`src/rtl/audio_avg_filter_pkg.sv`:
```
// Shared defaults, channel count and FSM encoding for the audio moving-average filter.
package audio_avg_filter_pkg;
  localparam int DATA_W_DEF = 24;
  localparam int LOG2_N_DEF = 3;
  localparam int SUM_W_DEF  = DATA_W_DEF + LOG2_N_DEF;
  localparam int NUM_CH     = 2;  // 0 = left, 1 = right

  typedef enum logic [2:0] {
    IDLE,
    CAPTURE,
    UPDATE,
    WAIT_WR,
    WRITE
  } state_t;
endpackage

```
`src/rtl/audio_avg_filter_if.sv`:
```
// Codec-side stream handshake: ADC pop on the read side, DAC push on the write side.
interface audio_avg_filter_if
  import audio_avg_filter_pkg::*;
#(
  parameter int DATA_W = DATA_W_DEF
);
  logic              read_ready;
  logic              write_ready;
  logic [DATA_W-1:0] readdata_left;
  logic [DATA_W-1:0] readdata_right;
  logic              read;
  logic              write;
  logic [DATA_W-1:0] writedata_left;
  logic [DATA_W-1:0] writedata_right;

  modport master (
    input  read_ready, write_ready, readdata_left, readdata_right,
    output read, write, writedata_left, writedata_right
  );

  modport slave (
    output read_ready, write_ready, readdata_left, readdata_right,
    input  read, write, writedata_left, writedata_right
  );
endinterface

```
`src/rtl/audio_avg_filter_avg_channel.sv`:
```
// One channel of the boxcar filter: delay line, running sum and output register.
module avg_channel
  import audio_avg_filter_pkg::*;
#(
  parameter int DATA_W = DATA_W_DEF,
  parameter int LOG2_N = LOG2_N_DEF
) (
  input  logic                     gclk,
  input  logic                     grst_n,
  input  logic                     upd,
  input  logic signed [DATA_W-1:0] sample,
  input  logic signed [DATA_W-1:0] load_val,
  output logic signed [DATA_W-1:0] avg_nxt,
  output logic signed [DATA_W-1:0] dout
);
  localparam int N     = 1 << LOG2_N;
  localparam int SUM_W = DATA_W + LOG2_N;

  logic [N-1:0][DATA_W-1:0] dly;
  logic signed [SUM_W-1:0]  sum, sum_nxt;

  // Sum is LOG2_N bits wider than a sample, so N full-scale samples never wrap.
  assign sum_nxt = sum + SUM_W'(sample) - SUM_W'($signed(dly[N-1]));
  assign avg_nxt = DATA_W'(sum_nxt >>> LOG2_N);

  always_ff @(posedge gclk or negedge grst_n) begin
    if (!grst_n) begin
      dly  <= '0;
      sum  <= '0;
      dout <= '0;
    end else if (upd) begin
      dly  <= {dly[N-2:0], sample};
      sum  <= sum_nxt;
      dout <= load_val;
    end
  end
endmodule

```
`src/rtl/audio_avg_filter.sv`:
```
// Codec pass-through stage: pop a stereo pair, boxcar-average each channel, push it back.
module audio_avg_filter
  import audio_avg_filter_pkg::*;
#(
  parameter int DATA_W = DATA_W_DEF,
  parameter int LOG2_N = LOG2_N_DEF
) (
  input  logic                CLOCK_50,
  input  logic                resetn,
  input  logic                enable,
  audio_avg_filter_if.master  codec
);
  state_t state, state_nxt;

  logic [NUM_CH-1:0][DATA_W-1:0] rd, cap, avg, ld, wd;

  assign rd[0] = codec.readdata_left;
  assign rd[1] = codec.readdata_right;

  always_ff @(posedge CLOCK_50 or negedge resetn) begin
    if (!resetn) begin
      state <= IDLE;
      cap   <= '0;
    end else begin
      state <= state_nxt;
      if (state == CAPTURE) cap <= rd;
    end
  end

  always_comb begin
    state_nxt   = state;
    codec.read  = 1'b0;
    codec.write = 1'b0;
    case (state)
      IDLE:    if (codec.read_ready) state_nxt = CAPTURE;
      CAPTURE: begin
        codec.read = 1'b1;
        state_nxt  = UPDATE;
      end
      UPDATE:  state_nxt = WAIT_WR;
      WAIT_WR: if (codec.write_ready) state_nxt = WRITE;
      WRITE:   begin
        codec.write = 1'b1;
        state_nxt   = IDLE;
      end
      default: state_nxt = IDLE;
    endcase
  end

  for (genvar ch = 0; ch < NUM_CH; ch++) begin : g_ch
    // Bypass only picks what the output register loads; history keeps running.
    assign ld[ch] = enable ? avg[ch] : cap[ch];

    avg_channel #(.DATA_W(DATA_W), .LOG2_N(LOG2_N)) u_ch (
      .gclk     (CLOCK_50),
      .grst_n   (resetn),
      .upd      (state == UPDATE),
      .sample   (cap[ch]),
      .load_val (ld[ch]),
      .avg_nxt  (avg[ch]),
      .dout     (wd[ch])
    );
  end

  assign codec.writedata_left  = wd[0];
  assign codec.writedata_right = wd[1];
endmodule

```
`src/flat_wrapper.sv`:
```
// flat-port wrapper written by rule: the top's interface ports become plain ports
module audio_avg_filter_flat import audio_avg_filter_pkg::*;
#(
  parameter int DATA_W = DATA_W_DEF,
  parameter int LOG2_N = LOG2_N_DEF
)
  (CLOCK_50, resetn, enable, codec_read_ready, codec_write_ready, codec_readdata_left, codec_readdata_right, codec_read, codec_write, codec_writedata_left, codec_writedata_right);
  audio_avg_filter_if #(.DATA_W(DATA_W)) codec_i ();
  input  logic CLOCK_50;
  input  logic resetn;
  input  logic enable;
  input wire logic [$bits(codec_i.read_ready)-1:0] codec_read_ready;
  input wire logic [$bits(codec_i.write_ready)-1:0] codec_write_ready;
  input wire logic [$bits(codec_i.readdata_left)-1:0] codec_readdata_left;
  input wire logic [$bits(codec_i.readdata_right)-1:0] codec_readdata_right;
  output wire logic [$bits(codec_i.read)-1:0] codec_read;
  output wire logic [$bits(codec_i.write)-1:0] codec_write;
  output wire logic [$bits(codec_i.writedata_left)-1:0] codec_writedata_left;
  output wire logic [$bits(codec_i.writedata_right)-1:0] codec_writedata_right;
  assign codec_i.read_ready = codec_read_ready;
  assign codec_i.write_ready = codec_write_ready;
  assign codec_i.readdata_left = codec_readdata_left;
  assign codec_i.readdata_right = codec_readdata_right;
  assign codec_read = codec_i.read;
  assign codec_write = codec_i.write;
  assign codec_writedata_left = codec_i.writedata_left;
  assign codec_writedata_right = codec_i.writedata_right;
  audio_avg_filter #(.DATA_W(DATA_W), .LOG2_N(LOG2_N)) u_core (.CLOCK_50(CLOCK_50), .resetn(resetn), .enable(enable), .codec(codec_i));
endmodule
```
`config.mk`:
```
export PLATFORM = sky130hd
export DESIGN_NAME = audio_avg_filter_flat
export DESIGN_NICKNAME = d
export VERILOG_FILES = /design/src/rtl/audio_avg_filter_pkg.sv /design/src/rtl/audio_avg_filter_if.sv /design/src/rtl/audio_avg_filter_avg_channel.sv /design/src/rtl/audio_avg_filter.sv /design/src/flat_wrapper.sv
export SDC_FILE = /design/constraint.sdc
export NUM_CORES = 1
export LEC_CHECK = 0
export BUFFER_PORTS_ARGS = -buffer_cell sky130_fd_sc_hd__buf_2
export CAP_MARGIN = 0
export CORE_UTILIZATION = 60
export DETAILED_ROUTE_END_ITERATION = 16
export PLACE_DENSITY_LB_ADDON = 0.12
export SYNTH_ARGS = -nofsm -noshare
export SYNTH_HDL_FRONTEND = slang
export SYNTH_SLANG_ARGS = --single-unit
```
`constraint.sdc`:
```
create_clock -name CLOCK_50 -period 7.7 [get_ports CLOCK_50]
set_clock_uncertainty 0.1 [all_clocks]
set_input_delay 1.54 -clock CLOCK_50 [delete_from_list [all_inputs] [get_ports CLOCK_50]]
set_output_delay 1.54 -clock CLOCK_50 [all_outputs]
set_load 0.01 [all_outputs]
```
==> flow_metrics.tcl, run 1 <==
set metrics [dict create \
    dp_slack_ns 4.23 \
    wl_mm 53.4 \
    clk-insertion-delay-late_ns 0.62 \
    drtIter0Drc 1255 \
    track_usage 0.268 \
    hold_class "flip-flop to flip-flop" \
    dieWidth_um 204 \
    r2r_cells 11 \
    hold_violations 0 \
    required_ns 6.06 \
    syn_avg_cell_area_um2 8.83 \
    period_share 0.511 \
    crit_arrival_ns 2.30 \
    fin_crit_ns 3.94 \
    ctsHtreeMaxLevel 2 \
    cts_sinks 537 \
    setup_tns_ns 0 \
    overflow 0 \
    syn_to_final_growth_pct 10.8 \
    yosys_warnings 0 \
    async_flop_share 1.00 \
    via_per_inst 5.32 \
    status "complete, no violations" \
    cts_tree "built" \
    worstHoldStart "u_core.g_ch[0].u_ch.dly[118]" \
    start_util 0.612 \
    r2r_end "u_core.g_ch[0].u_ch.sum[24]" \
    nFillCells 3267 \
    antenna_found_initial 0 \
    clock_path_buffers 3 \
    seqCellArea_um2 13400 \
    synth.yosys.seq_area_share 0.550 \
    routedWlPerCell_um 15.8 \
    cp-end-kind "primary output" \
    setup_ws_ns 3.76 \
    min_path_cells 2 \
    core-area_um2 39900 \
    placed_cells 3271 \
    rsz0062_at_grt "false" \
    boundaryPins 103 \
    dp_hpwl_mm 35.0 \
    synth.mux.area_fraction 0.00799 \
    crit_path_max_fanout 71 \
    r2r_start "u_core.g_ch[0].u_ch.dly[169]" \
    startpoint_type "flip-flop" \
    setup_viol 0 \
    hold_end "u_core.g_ch[0].u_ch.dly[142]" \
    slew_viol_final 0 \
    cts-resized-gates 0 \
    post_cts_buffers 0 \
    regToRegSetupSlack_ns 4.17 \
    synth_area_um2 24400 \
    final_antenna_net_count 0 \
    diodes 0 \
    drive_gt1_frac 0.0773 \
    synth_cell_types 57 \
    routabilityCongestion 0.883 \
    critical_path_class "flip-flop to primary output" \
    synth_xor_area_frac 0.0190 \
    synthCells 2765 \
    via_count 17900 \
    synth_nets 2924 \
    first_pass_iters 5 \
    drc 0 \
    max-slew-margin-rel 0.343 \
    nNetsFinal 2960 \
    port_buffers 102 \
    cap_violations 0 \
    first_global_vias 17800 \
    ys_seq_elements 537 \
    finalNonFillerCells 3371 \
    path_clk_slew_ns 0.06 \
    grt_start_max_net_pins 229 \
    die_area_um2 41500 \
    die_h_um 204 \
    synth-adder-area-share 0.0703 \
    grt_pass1_wl_mm 88.8 \
    synth_compound_area_frac 0.0917 \
    max_freq_ghz 0.254 \
    worst_pin_slew_ns 0.986 \
    synth_edf_count 0 \
    num_rows 73 \
    root_buffer "clkbuf_16" \
    yosys.area_share.simple 0.208 \
    synth_top_family_by_area "simple AND/OR/NAND/NOR gates" \
    holdBufCountCts 0 \
    multi_input_area_um2 9720 \
    synthFlopType "dfrtp_1" \
    cts_inserted_buffers 53 \
]
[how the worst max path moves through the flow]
stage / start / to / slack [ns] / cells past startpoint
finish: u_core.state[0] / codec_read / 3.76 / 3
global route: u_core.state[0] / codec_read / 3.61 / 3
CTS: u_core.state[0] / codec_read / 3.74 / 3
detailed placement: u_core.g_ch[0].u_ch.dly[169] / u_core.g_ch[0].u_ch.sum[24] / 4.23 / 11
global placement: u_core.g_ch[1].u_ch.dly[170] / u_core.g_ch[1].u_ch.dout[22] / 4.27 / 11
floorplan: u_core.state[0] / codec_read / 4.48 / 4
[synthesized netlist by cell type, types with 7 or more instances]
cell type  count  area share
nand2_1     1224        0.19
dfrtp_1      537        0.55
o21ai_0      219       0.045
inv_1        207       0.032
clkbuf_1     130       0.020
a21oi_1       77       0.016
ha_1          54       0.028
fa_1          52       0.043
a21o_1        31      0.0095
xnor2_1       31       0.011
nor2_1        28      0.0043
xor2_1        22      0.0079
nor3_1        19      0.0039
mux2i_1       15      0.0061
a31oi_1        9      0.0023
nand3_1        8      0.0016
nand4_1        8      0.0020
and3_1         7      0.0018
o21a_1         7      0.0022
[sequential cells by signal, summed over array words and instances, names as in the netlist]
name                   count
u_core.cap                48
u_core.g_ch.u_ch.dly     384
u_core.g_ch.u_ch.dout     48
u_core.g_ch.u_ch.sum      54
u_core.state               3
[critical path, stage by stage, from the launching register on]
cell and delay (ns):
dfrtp_1 0.49, nor3b_2 0.27, buf_4 0.64, buf_2 0.26
[routing by layer]
| metal | vias to the layer above | wire [µm] | GRT usage |
|---|---|---|---|
| li1 | 8730 | - | - |
| met1 | 8779 | 22500 | 0.338 |
| met2 | 305 | 27000 | 0.467 |
| met3 | 105 | 1830 | 0.0366 |
| met4 | 0 | 2070 | 0.110 |
| met5 | - | 0 | 0 |
[cells in the final DEF, fill, tap and decap left out, types with 12 or more instances in the layout]
cell / n
nor3_1: 19
nor2_1: 27
a21o_1: 31
clkinv_2: 12
o21ai_0: 219
buf_2: 101
mux2i_1: 15
xnor2_1: 31
dfrtp_1: 537
nand2_1: 1224
clkbuf_8: 18
a21oi_1: 77
inv_1: 207
xor2_1: 22
fa_1: 52
ha_1: 54
clkbuf_16: 53
[cell type report]
type / count / area share
clock buffers: 81 / 0.0595
clock inverters: 19 / 0.00666
inverters: 207 / 0.0287
multi-input cells: 1887 / 0.359
flip-flops and latches: 537 / 0.496
well taps: 525 / 0.0243
repair buffers: 115 / 0.0251
[per-stage QoR]
stage | area (µm²) | util | hold WS [ns]
finish | 27100 | 0.678 | 0.358
global route | 27100 | 0.678 | 0.368
CTS | 27100 | 0.678 | 0.359
detailed placement | 25300 | 0.633 | 0.351
global placement | 25300 | 0.633 | 0.347
floorplan | 24400 | - | 0.339
[logic make-up (layout without fill, tap and decap cells)]
| logic type | Yosys count | count (layout) |
|---|---|---|
| compound gates | 392 | 392 |
| xor+xnor | 53 | 53 |
| fa+ha+maj | 106 | 106 |
| buf+inv | 341 | 422 |
| flops | 537 | 537 |
| mux | 19 | 19 |
| simple gates | 1317 | 1317 |
Power of run 1 is not shown: default switching activity piles up to over one toggle a cycle in this logic, so the estimate is an artifact.
==> run 2: changes to the inputs <==
==> constraint.sdc (replaced) <==
create_clock -name CLOCK_50 -period 4.1 [get_ports CLOCK_50]
set_clock_uncertainty 0.1 [all_clocks]
set_input_delay 0.82 -clock CLOCK_50 [delete_from_list [all_inputs] [get_ports CLOCK_50]]
set_output_delay 0.82 -clock CLOCK_50 [all_outputs]
set_load 0.01 [all_outputs]
==> run 2 against run 1 <==
Non-clock buffer count grew 15. Sequential share of layout area shrank 0.31 points. Global-route usage grew 0.50 points. Critical path depth is 8 higher. Die area is the same. Via count up 0.63%. Routed wire length up 2.1%. First-iteration DRC count fell by 9.7%. Register-to-register slack got worse by 3.6 ns.
==> flow_metrics.tcl, run 2 (synthesized netlist as in run 1, its figures left out) <==
set metrics [dict create \
    status "complete, no violations" \
    cts_tree "built" \
    path_buf_inv 1 \
    max-slew-margin-rel 0.334 \
    multi_input_area_um2 9720 \
    seqCellArea_um2 13400 \
    setup_ws_ns 0.590 \
    wl_mm 54.5 \
    largest_reg_flops 384 \
    routedWlPerCell_um 16.1 \
    cts-resized-gates 0 \
    final_area_um2 27200 \
    via_count 18000 \
    regToRegSetupSlack_ns 0.59 \
    num_rows 73 \
    max_freq_ghz 0.285 \
    required_ns 4.50 \
    track_usage 0.273 \
    r2r_start "u_core.g_ch[1].u_ch.dly[170]" \
    path_cells "fa_1 -> inv_1 -> ha_1 -> o21ai_1 -> or4b_4 -> a211oi_2 -> o211ai_1 -> a21oi_1 -> xnor2_1 -> a21oi_1 -> a21o_1" \
    drc 0 \
    worst_pin_slew_ns 0.999 \
    path_clk_slew_ns 0.06 \
    hold_violations 0 \
    crit_family "compound AO/OA/AOI/OAI gates" \
    cap_violations 0 \
    setup_viol 0 \
    boundaryPins 103 \
    critical_path_class "flip-flop to flip-flop" \
    r2r_end "u_core.g_ch[1].u_ch.dout[22]" \
    placed_area_um2 25500 \
    via_per_inst 5.33 \
    cts_inserted_buffers 53 \
    diodes 0 \
    port_buffers 102 \
    period_share 0.856 \
    ctsHtreeMaxLevel 2 \
    finalNonFillerCells 3381 \
    start_util 0.612 \
    reg.largest.list "u_core.g_ch.u_ch.dly x384, u_core.g_ch.u_ch.sum x54" \
    grt_pass1_wl_mm 90.7 \
    nNetsFinal 2975 \
    fin_crit_ns 3.51 \
    cts_sinks 537 \
    drive_gt1_frac 0.0784 \
    final_antenna_net_count 0 \
    final_cell_mix "nand2_1, dfrtp_1, o21ai_0" \
    setup_tns_ns 0 \
    grt_start_max_net_pins 112 \
    cp_slowest_cell "or4b_4" \
    dieWidth_um 204 \
    clk-insertion-delay-late_ns 0.62 \
    crit_arrival_ns 3.91 \
    syn_to_final_growth_pct 11.5 \
    top_register "u_core.g_ch.u_ch.dly" \
    slew_viol_final 0 \
    final_common_cell "nand2_1" \
    dp_slack_ns 0.636 \
    antenna_found_initial 0 \
    crit_path_max_fanout 5 \
    clock_path_buffers 3 \
    startpoint_type "flip-flop" \
    root_buffer "clkbuf_16" \
    die_area_um2 41500 \
    routabilityCongestion 0.930 \
    rsz0062_at_grt "false" \
    die_h_um 204 \
    post_cts_buffers 0 \
    holdBufCountCts 0 \
    nFillCells 3230 \
    first_global_vias 18300 \
    core-area_um2 39900 \
    cp-end-kind "flip-flop" \
    max_stage_delay_ns 0.56 \
    placed_cells 3286 \
    first_pass_iters 5 \
    cp_common_cell "a21oi_1" \
    drtIter0Drc 1133 \
    r2r_cells 11 \
    overflow 0 \
    hold_class "input port to async pin" \
    dp_hpwl_mm 36.7 \
]
run 2: metrics by stage:
| step | hold WS [ns] | utilization |
|---|---|---|
| 6_report | 0.104 | 0.682 |
| 5_1_grt | 0.138 | 0.682 |
| 4_1_cts | 0.122 | 0.682 |
| 3_5_place_dp | 0.352 | 0.639 |
| 3_3_place_gp | 0.346 | 0.639 |
| 2_1_floorplan | 0.339 | - |
run 2: worst max path at each step:
stage / startpoint / end / depth (start not counted)
floorplan: u_core.g_ch[1].u_ch.dly[170] / u_core.g_ch[1].u_ch.dout[20] / 11
detailed placement: u_core.g_ch[1].u_ch.dly[170] / u_core.g_ch[1].u_ch.dout[20] / 11
global route: u_core.g_ch[0].u_ch.dly[169] / u_core.g_ch[0].u_ch.sum[24] / 11
finish: u_core.g_ch[1].u_ch.dly[170] / u_core.g_ch[1].u_ch.dout[22] / 11
global placement: u_core.g_ch[0].u_ch.dly[169] / u_core.g_ch[0].u_ch.sum[24] / 11
CTS: u_core.g_ch[1].u_ch.dly[170] / u_core.g_ch[1].u_ch.dout[22] / 11
run 2: worst reg2reg max path: cells and delay by family, from the launching register on:
kind                       cells  cell delay, ns
adders and majority gates      2            0.90
buffers and inverters          1            0.05
xor gates and xnor gates       1            0.16
DFF                            1            0.41
AOI/OAI and AO/OA              6            1.22
and+or+nand+nor                1            0.56
run 2: layout make-up:
type	count	share of cell area
Inverter	207	0.0285
Sequential cell	537	0.493
Multi-Input combinational cell	1887	0.357
Timing Repair Buffer	130	0.0328
Clock buffer	78	0.0554
Tap cell	525	0.0241
Clock inverter	17	0.00877
run 2: per-layer routing:
layer | vias to the layer above | wire length, µm | GRT usage | share of wire
li1 | 8743 | - | - | -
met1 | 8806 | 22600 | 0.345 | 0.42
met2 | 362 | 27600 | 0.472 | 0.51
met3 | 121 | 1980 | 0.0336 | 0.036
met4 | 0 | 2310 | 0.124 | 0.042
met5 | - | 0 | 0 | 0
Power of run 2 is left out for the same reason.
==> run 3: changes to the inputs <==
--- a/config.mk
+++ b/config.mk
@@ -7,7 +7,7 @@
 export LEC_CHECK = 0
 export BUFFER_PORTS_ARGS = -buffer_cell sky130_fd_sc_hd__buf_2
 export CAP_MARGIN = 0
-export CORE_UTILIZATION = 60
+export CORE_UTILIZATION = 56
 export DETAILED_ROUTE_END_ITERATION = 16
 export PLACE_DENSITY_LB_ADDON = 0.12
 export SYNTH_ARGS = -nofsm -noshare
==> constraint.sdc (replaced) <==
create_clock -name CLOCK_50 -period 3.2 [get_ports CLOCK_50]
set_clock_uncertainty 0.1 [all_clocks]
set_input_delay 0.64 -clock CLOCK_50 [delete_from_list [all_inputs] [get_ports CLOCK_50]]
set_output_delay 0.64 -clock CLOCK_50 [all_outputs]
set_load 0.01 [all_outputs]
==> run 3 against run 2 <==
The run now ends with setup timing left. Critical path depth unchanged. Sequential share of layout area is 3.2 points lower. Die area rose by 7.1%. Design area increased by 7.0%. Clock-buffer cell count up 2. Worst setup slack worse by 0.64 ns. Largest cell class unchanged. Highest routed layer is now met5.
==> flow_metrics.tcl, run 3 (synthesized netlist as in run 1, its figures left out) <==
set metrics [dict create \
    largest_reg_flops 384 \
    drt-met1-wl_mm 23.7 \
    track_usage 0.269 \
    antenna_found_initial 1 \
    hold_slack_ns 0.139 \
    path_buf_inv 1 \
    ctsHtreeMaxLevel 2 \
    boundaryPins 103 \
    cts_tree "built" \
    final_cell_mix "nand2_1, dfrtp_1, o21ai_0" \
    routedWlPerCell_um 16.2 \
    highest_layer "met5" \
    required_ns 3.59 \
    drc 0 \
    startpoint_type "flip-flop" \
    worstHoldStart "codec_readdata_right[23]" \
    crit_family "adder cells" \
    max_freq_ghz 0.308 \
    top_register "u_core.g_ch.u_ch.dly" \
    regToRegSetupSlack_ns -0.05 \
    grt_pass1_wl_mm 94.5 \
    r2r_start "u_core.g_ch[1].u_ch.dly[171]" \
    nNetsFinal 3126 \
    num_rows 76 \
    critical_path_class "flip-flop to flip-flop" \
    cts_sinks 537 \
    dp_hpwl_mm 40.5 \
    max-slew-margin-rel 0.472 \
    max_stage_delay_ns 0.56 \
    grt_start_max_net_pins 98 \
    cp_slowest_cell "or4b_4" \
    fin_crit_ns 3.25 \
    overflow 0 \
    setup_viol 2 \
    reg.largest.list "u_core.g_ch.u_ch.dly x384, u_core.g_ch.u_ch.sum x54" \
    drtIter0Drc 1316 \
    rsz0062_at_grt "true" \
    drive_gt1_frac 0.152 \
    routabilityCongestion 0.921 \
    hold_class "input port to flip-flop" \
    first_global_vias 18800 \
    clock_path_buffers 3 \
    worst_pin_slew_ns 0.790 \
    crit_start "u_core.g_ch[1].u_ch.dly[171]" \
    hold_violations 0 \
    first_pass_iters 5 \
    root_buffer "clkbuf_16" \
    syn_to_final_growth_pct 19.4 \
    violations "setup timing" \
    port_buffers 102 \
    crit_path_max_fanout 3 \
    clk-insertion-delay-late_ns 0.60 \
    period_share 1.01 \
    met2_length_mm 30.1 \
    crit_arrival_ns 3.63 \
    die_h_um 211 \
    dieWidth_um 211 \
    via_per_inst 5.24 \
    setup_ws_ns -0.0466 \
    path_clk_slew_ns 0.06 \
    diodes 0 \
    cts_inserted_buffers 55 \
    final_antenna_net_count 0 \
    path_cells "fa_1 -> inv_1 -> ha_4 -> o21ai_2 -> or4b_4 -> a211oi_4 -> o21a_1 -> a221o_1 -> xnor2_2 -> mux2i_1 -> mux2_4" \
    status "finished with violations" \
    via_count 18800 \
    wl_mm 58.2 \
    cap_violations 0 \
    final_common_cell "nand2_1" \
    met3WireLength_mm 1.86 \
    start_util 0.567 \
    die_area_um2 44500 \
    slew_viol_final 0 \
    core-area_um2 43100 \
    cp-end-kind "flip-flop" \
]
==> run 3: timing repair <==
item,CTS,global route
hold buffers,1,0
resized for setup,30,69
hold endpoints to repair,43,0
setup buffers,6,12
endpoints found under the setup margin,28,51
pin swaps,14,61
cloned,0,0
==> run 3: worst paths after layout <==
path,end,depth (start not counted)
max,u_core.g_ch[1].u_ch.dout[20],11
max in group asynchronous,u_core.g_ch[0].u_ch.dly[75],3
min,u_core.cap[47],3
min in group asynchronous,u_core.g_ch[1].u_ch.dly[107],2
max reg2reg,u_core.g_ch[1].u_ch.dout[20],11
min reg2reg,u_core.g_ch[1].u_ch.dly[97],2
==> run 3: area by class of cell <==
class | instances | area, µm²
well taps | 585 | 732
multi-input cells | 1887 | 10200
flip-flops and latches | 537 | 13400
fillers | 3499 | 13900
repair buffers | 279 | 2140
clock inverters | 20 | 221
clock buffers | 80 | 1630
inverters | 207 | 777
==> run 3: worst min-delay path, stage by stage <==
cell and delay (ns):
buf_2 0.08, nand2_1 0.03, o21ai_0 0.05
==> run 3: routing by layer <==
layer  GRT usage  up-vias
met3      0.0315      126
met2       0.473      367
li1            -     9079
met1       0.332     9254
met5           0        -
met4       0.126        2
==> run 3: stage by stage <==
stage	util	TNS, ns	cells	area [µm²]	worst slack (ns)
after floorplan	-	0	2765	24400	0.0664
after global placement	0.619	-0.893	3476	26700	-0.140
after detailed placement	0.619	-1.43	3476	26700	-0.200
after CTS	0.667	-0.185	3583	28700	-0.135
after global routing	0.677	-0.923	3595	29200	-0.199
final	0.677	-0.0667	3595	29200	-0.0466
Power of run 3 is left out for the same reason.
